**config.mk**
```make
export PLATFORM = sky130hd
export DESIGN_NAME = serial_sub4bit
export DESIGN_NICKNAME = d
export VERILOG_FILES = /design/src/rtl/serial_sub4bit_pkg.sv /design/src/rtl/serial_sub4bit_full_sub1bit.sv /design/src/rtl/serial_sub4bit.sv
export SDC_FILE = /design/constraint.sdc
export NUM_CORES = 1
export LEC_CHECK = 0
export CAP_MARGIN = 10
export CORE_MARGIN = 1.5
export CORE_UTILIZATION = 46
export DETAILED_ROUTE_END_ITERATION = 8
export HOLD_SLACK_MARGIN = 0.15
export MAX_ROUTING_LAYER = met4
export PLACE_DENSITY = 0.77
export SYNTH_ARGS = -nofsm -noshare
export SYNTH_HDL_FRONTEND = slang
export SYNTH_HIERARCHICAL = 1
export SYNTH_SLANG_ARGS = --single-unit
```
**constraint.sdc**
```tcl
create_clock -name clk -period 1.5 [get_ports clk]
set_input_delay 0.375 -clock clk [delete_from_list [all_inputs] [get_ports clk]]
set_output_delay 0.375 -clock clk [all_outputs]
set_load 0.02 [all_outputs]
```
**src/rtl/serial_sub4bit_pkg.sv**
```systemverilog
// Shared constants for the bit-serial subtractor: FSM encodings, default width
// and the bit-counter sizing helper.
package serial_sub4bit_pkg;

    localparam int DEFAULT_WIDTH = 4;

    localparam logic [1:0] ST_IDLE = 2'd0;
    localparam logic [1:0] ST_RUN  = 2'd1;
    localparam logic [1:0] ST_DONE = 2'd2;

    // One spare bit so the counter can hold WIDTH itself without wrapping.
    function automatic int cnt_width(input int width);
        return $clog2(width) + 1;
    endfunction

endpackage

```
**src/rtl/serial_sub4bit_full_sub1bit.sv**
```systemverilog
// One-bit full subtractor: di = ai - bi - br, bo = borrow out.
// Purely combinational, no latency, no flow control.
module full_sub1bit (
    input  logic ai,
    input  logic bi,
    input  logic br,
    output logic di,
    output logic bo
);

    assign di = ai ^ bi ^ br;
    assign bo = (~ai & bi) | (~(ai ^ bi) & br);

endmodule

```
**src/rtl/serial_sub4bit.sv**
```systemverilog
// Bit-serial subtractor d = a - b - bin, LSB first, one bit per clock.
// Latency WIDTH cycles busy then a one-cycle done; start is ignored while busy.
module serial_sub4bit
    import serial_sub4bit_pkg::*;
#(
    parameter int WIDTH = DEFAULT_WIDTH
) (
    input  logic             clk,
    input  logic             rst,
    input  logic             start,
    input  logic [WIDTH-1:0] a,
    input  logic [WIDTH-1:0] b,
    input  logic             bin,
    output logic             busy,
    output logic             done,
    output logic [WIDTH-1:0] d,
    output logic             bout,
    output logic             overflow
);

    localparam int CNT_W = cnt_width(WIDTH);

    logic [1:0]       state_q,  state_d;
    logic [WIDTH-1:0] a_sh_q,   a_sh_d;
    logic [WIDTH-1:0] b_sh_q,   b_sh_d;
    logic             br_q,     br_d;
    logic [WIDTH-2:0] res_q,    res_d;
    logic [CNT_W-1:0] cnt_q,    cnt_d;
    logic             a_msb_q,  a_msb_d;
    logic             b_msb_q,  b_msb_d;
    logic [WIDTH-1:0] d_q,      d_d;
    logic             bout_q,   bout_d;
    logic             ovf_q,    ovf_d;

    logic di;
    logic bo;
    logic last_bit;
    logic accept;

    full_sub1bit u_cell (
        .ai (a_sh_q[0]),
        .bi (b_sh_q[0]),
        .br (br_q),
        .di (di),
        .bo (bo)
    );

    assign last_bit = (cnt_q == CNT_W'(WIDTH - 1));
    // DONE is not busy, so a start held there is taken back-to-back.
    assign accept   = start && ((state_q == ST_IDLE) || (state_q == ST_DONE));

    always_comb begin
        state_d = state_q;
        a_sh_d  = a_sh_q;
        b_sh_d  = b_sh_q;
        br_d    = br_q;
        res_d   = res_q;
        cnt_d   = cnt_q;
        a_msb_d = a_msb_q;
        b_msb_d = b_msb_q;
        d_d     = d_q;
        bout_d  = bout_q;
        ovf_d   = ovf_q;

        case (state_q)
            ST_IDLE: begin
                state_d = ST_IDLE;
            end
            ST_RUN: begin
                a_sh_d = a_sh_q >> 1;
                b_sh_d = b_sh_q >> 1;
                br_d   = bo;
                // The low WIDTH-1 result bits live in res_q; the MSB is the
                // bit computed on the final edge and goes straight into d.
                res_d  = (WIDTH - 1)'({di, res_q} >> 1);
                cnt_d  = cnt_q + CNT_W'(1);
                if (last_bit) begin
                    d_d     = {di, res_q};
                    bout_d  = bo;
                    ovf_d   = (a_msb_q != b_msb_q) && (di != a_msb_q);
                    state_d = ST_DONE;
                end
            end
            ST_DONE: begin
                state_d = ST_IDLE;
            end
            default: begin
                state_d = ST_IDLE;
            end
        endcase

        if (accept) begin
            a_sh_d  = a;
            b_sh_d  = b;
            br_d    = bin;
            res_d   = '0;
            cnt_d   = '0;
            a_msb_d = a[WIDTH-1];
            b_msb_d = b[WIDTH-1];
            state_d = ST_RUN;
        end
    end

    always_ff @(posedge clk) begin
        if (rst) begin
            state_q <= ST_IDLE;
            a_sh_q  <= '0;
            b_sh_q  <= '0;
            br_q    <= 1'b0;
            res_q   <= '0;
            cnt_q   <= '0;
            a_msb_q <= 1'b0;
            b_msb_q <= 1'b0;
            d_q     <= '0;
            bout_q  <= 1'b0;
            ovf_q   <= 1'b0;
        end else begin
            state_q <= state_d;
            a_sh_q  <= a_sh_d;
            b_sh_q  <= b_sh_d;
            br_q    <= br_d;
            res_q   <= res_d;
            cnt_q   <= cnt_d;
            a_msb_q <= a_msb_d;
            b_msb_q <= b_msb_d;
            d_q     <= d_d;
            bout_q  <= bout_d;
            ovf_q   <= ovf_d;
        end
    end

    assign busy     = (state_q == ST_RUN);
    assign done     = (state_q == ST_DONE);
    assign d        = d_q;
    assign bout     = bout_q;
    assign overflow = ovf_q;

endmodule

```
Word level (Yosys, flattened, before mapping)
Index checks and enable logic that the tools add are counted.
{"block": "word_totals", "wordCells": 44, "inputBits": 12, "ff_bits": 25}
{"block": "classes", "n_reduce_logical": 8, "add_sub_neg": 1, "eq_ne": 6, "bitwise": 8, "muxes": 9}
{"operator": "$mux 4", "n": 4}
{"operator": "$mux 1", "n": 5}
{"operator": "$add 3x1->3 const B", "n": 1}
{"operator": "$eq 3x2->1 const B", "n": 1}
{"operator": "$ne 3x1->1 const B", "n": 1}
{"operator": "$not 1->1", "n": 3}
{"operator": "$reduce_or 3->1", "n": 1}
{"operator": "$and 1x1->1", "n": 2}
{"operator": "$eq 2x1->1 const B", "n": 1}
{"operator": "$eq 2x2->1 const B", "n": 1}
{"operator": "$logic_and 1x1->1", "n": 2}
{"operator": "$logic_not 2->1", "n": 1}
{"operator": "$ne 1x1->1", "n": 2}
{"operator": "$reduce_and 2->1", "n": 1}
{"operator": "$reduce_bool 2->1", "n": 1}
{"operator": "$reduce_or 2->1", "n": 1}
{"operator": "$xor 1x1->1", "n": 2}
{"operator": "$logic_or 1x1->1", "n": 1}
{"operator": "$or 1x1->1", "n": 1}

Logic depth before layout (Yosys ltp)
{"block": "depth", "word_depth": 6, "ltp_mapped": 6, "mapped_depth_nobuf": 5}

By module
The synthesis kept the hierarchy.
{"mod": "serial_sub4bit", "instances": 1, "cells_per_inst": 116, "area_each_um2": 1017.2}
{"mod": "full_sub1bit", "instances": 1, "cells_per_inst": 4, "area_each_um2": 31.3}

Worst setup path before layout
No wires, ideal clock.
{"block": "synth_timing", "path_type": "register to register", "start": "register cnt_q[0]", "end": "register d_q[3] (netlist: d[3])", "path_slack_ns": 0.139, "stages_incl_launch_ff": 7, "arrival_time_ns": 1.233, "setup_time_ns": 0.128, "path_buffers": 1, "t_required_ns": 1.372, "path_cell_list": "dfxtp_1 ha_1 ha_1 buf_2 nand3b_1 mux2i_1 nor2_1"}
{"block": "synth_via", "elab_chain_len": 2}
{"item": "from (decl)", "line": "serial_sub4bit.sv:28", "source": "logic [CNT_W-1:0] cnt_q, cnt_d;"}
{"item": "from (signal assigned)", "line": "serial_sub4bit.sv:123", "source": "cnt_q <= cnt_d;"}
{"item": "$eq 3x2->1", "line": "serial_sub4bit.sv:48", "source": "assign last_bit = (cnt_q == CNT_W'(WIDTH - 1));"}
{"item": "$reduce_and 2->1 (no source line)"}
{"item": "to (signal assigned)", "line": "serial_sub4bit.sv:114", "source": "d_q <= '0;"}
{"item": "to (signal assigned)", "line": "serial_sub4bit.sv:126", "source": "d_q <= d_d;"}
{"item": "to (decl)", "line": "serial_sub4bit.sv:31", "source": "logic [WIDTH-1:0] d_q, d_d;"}
Every way passes these cells.
A chain may end at the register's enable or synchronous reset.

Worst setup path in the final report
{"block": "layout_timing", "start": "register state_q[1]", "end": "output port busy"}
{"block": "layout_via", "elab_chain_len": 1}
{"item": "from (decl)", "line": "serial_sub4bit.sv:23", "source": "logic [1:0] state_q, state_d;"}
{"item": "from (signal assigned)", "line": "serial_sub4bit.sv:118", "source": "state_q <= state_d;"}
{"item": "$eq 2x1->1", "line": "serial_sub4bit.sv:132", "source": "assign busy = (state_q == ST_RUN);"}
{"item": "to (decl)", "line": "serial_sub4bit.sv:14", "source": "output logic busy,"}
Every way passes these cells.

==> reports/qor.yml <==
status: "finished clean"
hold_depth: 2
drt-total-wl_um: 2050
crit_start: "state_q[1]$_SDFFE_PP0P_"
min_path_type: "flop to flop"
max_freq_ghz: 0.698
synthFlopType: "dfxtp_1"
routed_via_density: 5.16
cp_num_buf_inv: 2
pwr-share-comb: 0.173
first_iter_violations: 12
rrSetupSlack_ns: 0.09
syn_area_per_cell_um2: 8.74
insertion_delay_ns: 0.31
grt_use_total: 0.183
io_buffers: 19
dp_hpwl_um: 1450
async_flop_share: 0
netlist_instances: 120
cts_setup_buffers: 0
cts.clk_slew.worst_paths_ns: 0.13
rows: 17
swShare: 0.263
num_antenna_cells: 0
cts_tree: "done"
synth_top_cell_by_area: "dfxtp_1"
h-tree-depth: 1
final_nets: 159
drt_first_pass_iters: 4
finalCriticalPeriod_ns: 1.43
grt_pass1_vias: 788
path_depth: 3
rsz0062_at_grt: "false"
start_util: 0.479
clockPowerShare: 0.240
reg2regPathDepth: 5
setup_viol: 0
ys_types: 25
leakagePower_nw: 0.518
cp-end-kind: "output port"
vias: 882
cpMaxStageDelayCell: "dfxtp_1"
critical_path.startpoint_type: "flop"
drive_above_1_share: 0.154
grt_max_degree: 20
synth_area_leaders: "dfxtp_1 48%, nand2_1 8.6%, a21oi_1 7.2%"
cts_hold_buf: 0
clockRootBuffer: "clkbuf_4"
setup.worst_path.end: "busy"
tightest_slew_ns: 0.355
pin_count: 20
path_cells: "nand2b_2 > inv_2 > buf_2"
reg2reg_to: "d[3]$_SDFFE_PP0P_"
wl_per_cell_um: 12.0
dieHeight_um: 50.7
seqPwrFrac: 0.587
cp_max_fo: 3
fp.dieW_um: 50.7
timing.hold.ws_ns: 0.469
switchingPower_mw: 0.321
placeableCoreArea_um2: 2190
arrival_ns: 1.06
finalClockSkew_ns: 0.00570
antenna_found_initial: 0
path_delay_family: "flip-flops"
syn_nets: 135
grt_pass1_wl_um: 3410
numCtsBuffers: 3
synth_top_area_frac: 0.477
gp_congestion: 0.760
ys_seq_area_frac: 0.477
p_per_area_nw_per_um2: 935
drv_slew: 0
drv_cap: 0
critPathMaxStageDelay_ns: 0.34
yosysMostFrequentCell: "dfxtp_1"
fin_crit_sh: 0.955
drcViolationCount: 0
slew_headroom: 0.762
area_growth_pct: 24.5
ys_warn_count: 6
synth.cell_area_um2: 1050
clock_sinks: 25
hold_viol_final: 0
r2r-start: "cnt_q[0]$_SDFFE_PP0N_"
grt_overflow_total: 0
synth-edff-count: 0
cts_buffer_depth: 2
crit_required_ns: 1.12
dieArea_um2: 2570
ys_seq_elements: 25
design_area_um2: 1310
internal_power_mw: 0.899
worst-setup-path-type: "flop to output port"
place_area_um2: 1290
irDropWorstVdd_uv: 535
synthTopCellsByCount: "25 x dfxtp_1, 24 x nand2_1, 15 x a21oi_1"
drtAntennaViolNets: 0
==> through the flow <==
step / setup TNS (ns) / std cells / total power [mW] / setup WS, ns / util
after floorplan: 0 / 120 / 0.864 / 0.139 / -
after global placement: 0 / 167 / 0.935 / 0.0158 / 0.590
after detailed placement: -0.00494 / 167 / 0.942 / -0.00494 / 0.590
after CTS: 0 / 171 / 1.23 / 0.0163 / 0.597
after global routing: 0 / 171 / 1.28 / 0.00257 / 0.596
final: 0 / 171 / 1.22 / 0.0678 / 0.596
==> final cells by class <==
class	count	area (um2)
clock buffers	3	22.5
multi-input cells	82	478
well taps	28	35.0
inverters	5	18.8
flip-flops and latches	25	500
clock inverters	1	5.00
fillers	189	886
repair buffers	27	245
==> registers in the layout, summed over array words and instances (netlist names) <==
signal    flops
bout          1
overflow      1
b_sh_q        4
b_msb_q       1
a_sh_q        4
br_q          1
state_q       2
res_q         3
cnt_q         3
d             4
a_msb_q       1
==> worst min-delay path by stage <==
stage	start	to	slack, ns
final	d[2]$_SDFFE_PP0P_	d[2]$_SDFFE_PP0P_	0.47
after global routing	d[0]$_SDFFE_PP0P_	d[0]$_SDFFE_PP0P_	0.49
after global placement	d[0]$_SDFFE_PP0P_	d[0]$_SDFFE_PP0P_	0.44
after floorplan	res_q[0]$_SDFFE_PP0N_	res_q[0]$_SDFFE_PP0N_	0.44
after CTS	d[1]$_SDFFE_PP0P_	d[1]$_SDFFE_PP0P_	0.47
after detailed placement	d[1]$_SDFFE_PP0P_	d[1]$_SDFFE_PP0P_	0.46
==> power by group through the flow <==
stage / Clock (mW) / Sequential, mW / Combinational [mW]
final: 0.293 / 0.716 / 0.211
after CTS: 0.305 / 0.716 / 0.211
after global routing: 0.328 / 0.720 / 0.234
after floorplan: 0 / 0.726 / 0.138
after detailed placement: 0 / 0.731 / 0.211
after global placement: 0 / 0.728 / 0.207
==> cells by family (layout without fill, tap and decap cells) <==
kind of cell    Yosys count  in the layout  share of synthesized area
fa+ha+maj                 3              3                     0.0430
buf+inv                  13             36                     0.0692
xor+xnor                  1              1                    0.00835
simple gates             52             52                      0.223
mux                       1              1                    0.00955
compound gates           25             25                      0.169
flops                    25             25                      0.477
==> worst reg2reg max path: cells and delay by family, from the launching register on <==
kind	cells	cell delay, ns
mux	1	0.23
flops	1	0.35
fa+ha+maj	2	0.38
simple gates	2	0.35
==> what timing repair did <==
item / CTS / global route
resized for setup: 13 / 2
endpoints found under the setup margin: 8 / 2
pin swaps: 0 / 0
hold endpoints to repair: 0 / 0
==> routing by layer <==
layer	track usage	routed length, um	vias up
met1	0.218	938	409
met5	-	0	-
met4	0.0946	40	0
met3	0.0179	72	4
li1	-	-	449
met2	0.307	998	20
==> placed cells by master, fill, tap and decap left out, types with 3 or more instances in the layout <==
cell,n
a21oi_1,15
nor3_1,4
clkdlybuf4s50_1,11
nand2_1,24
nor2_1,10
nand3_1,7
buf_4,7
inv_1,4
dlygate4sd2_1,6
dfxtp_1,25
clkbuf_4,3
a311oi_2,4
(Power assumes the default switching activity.)
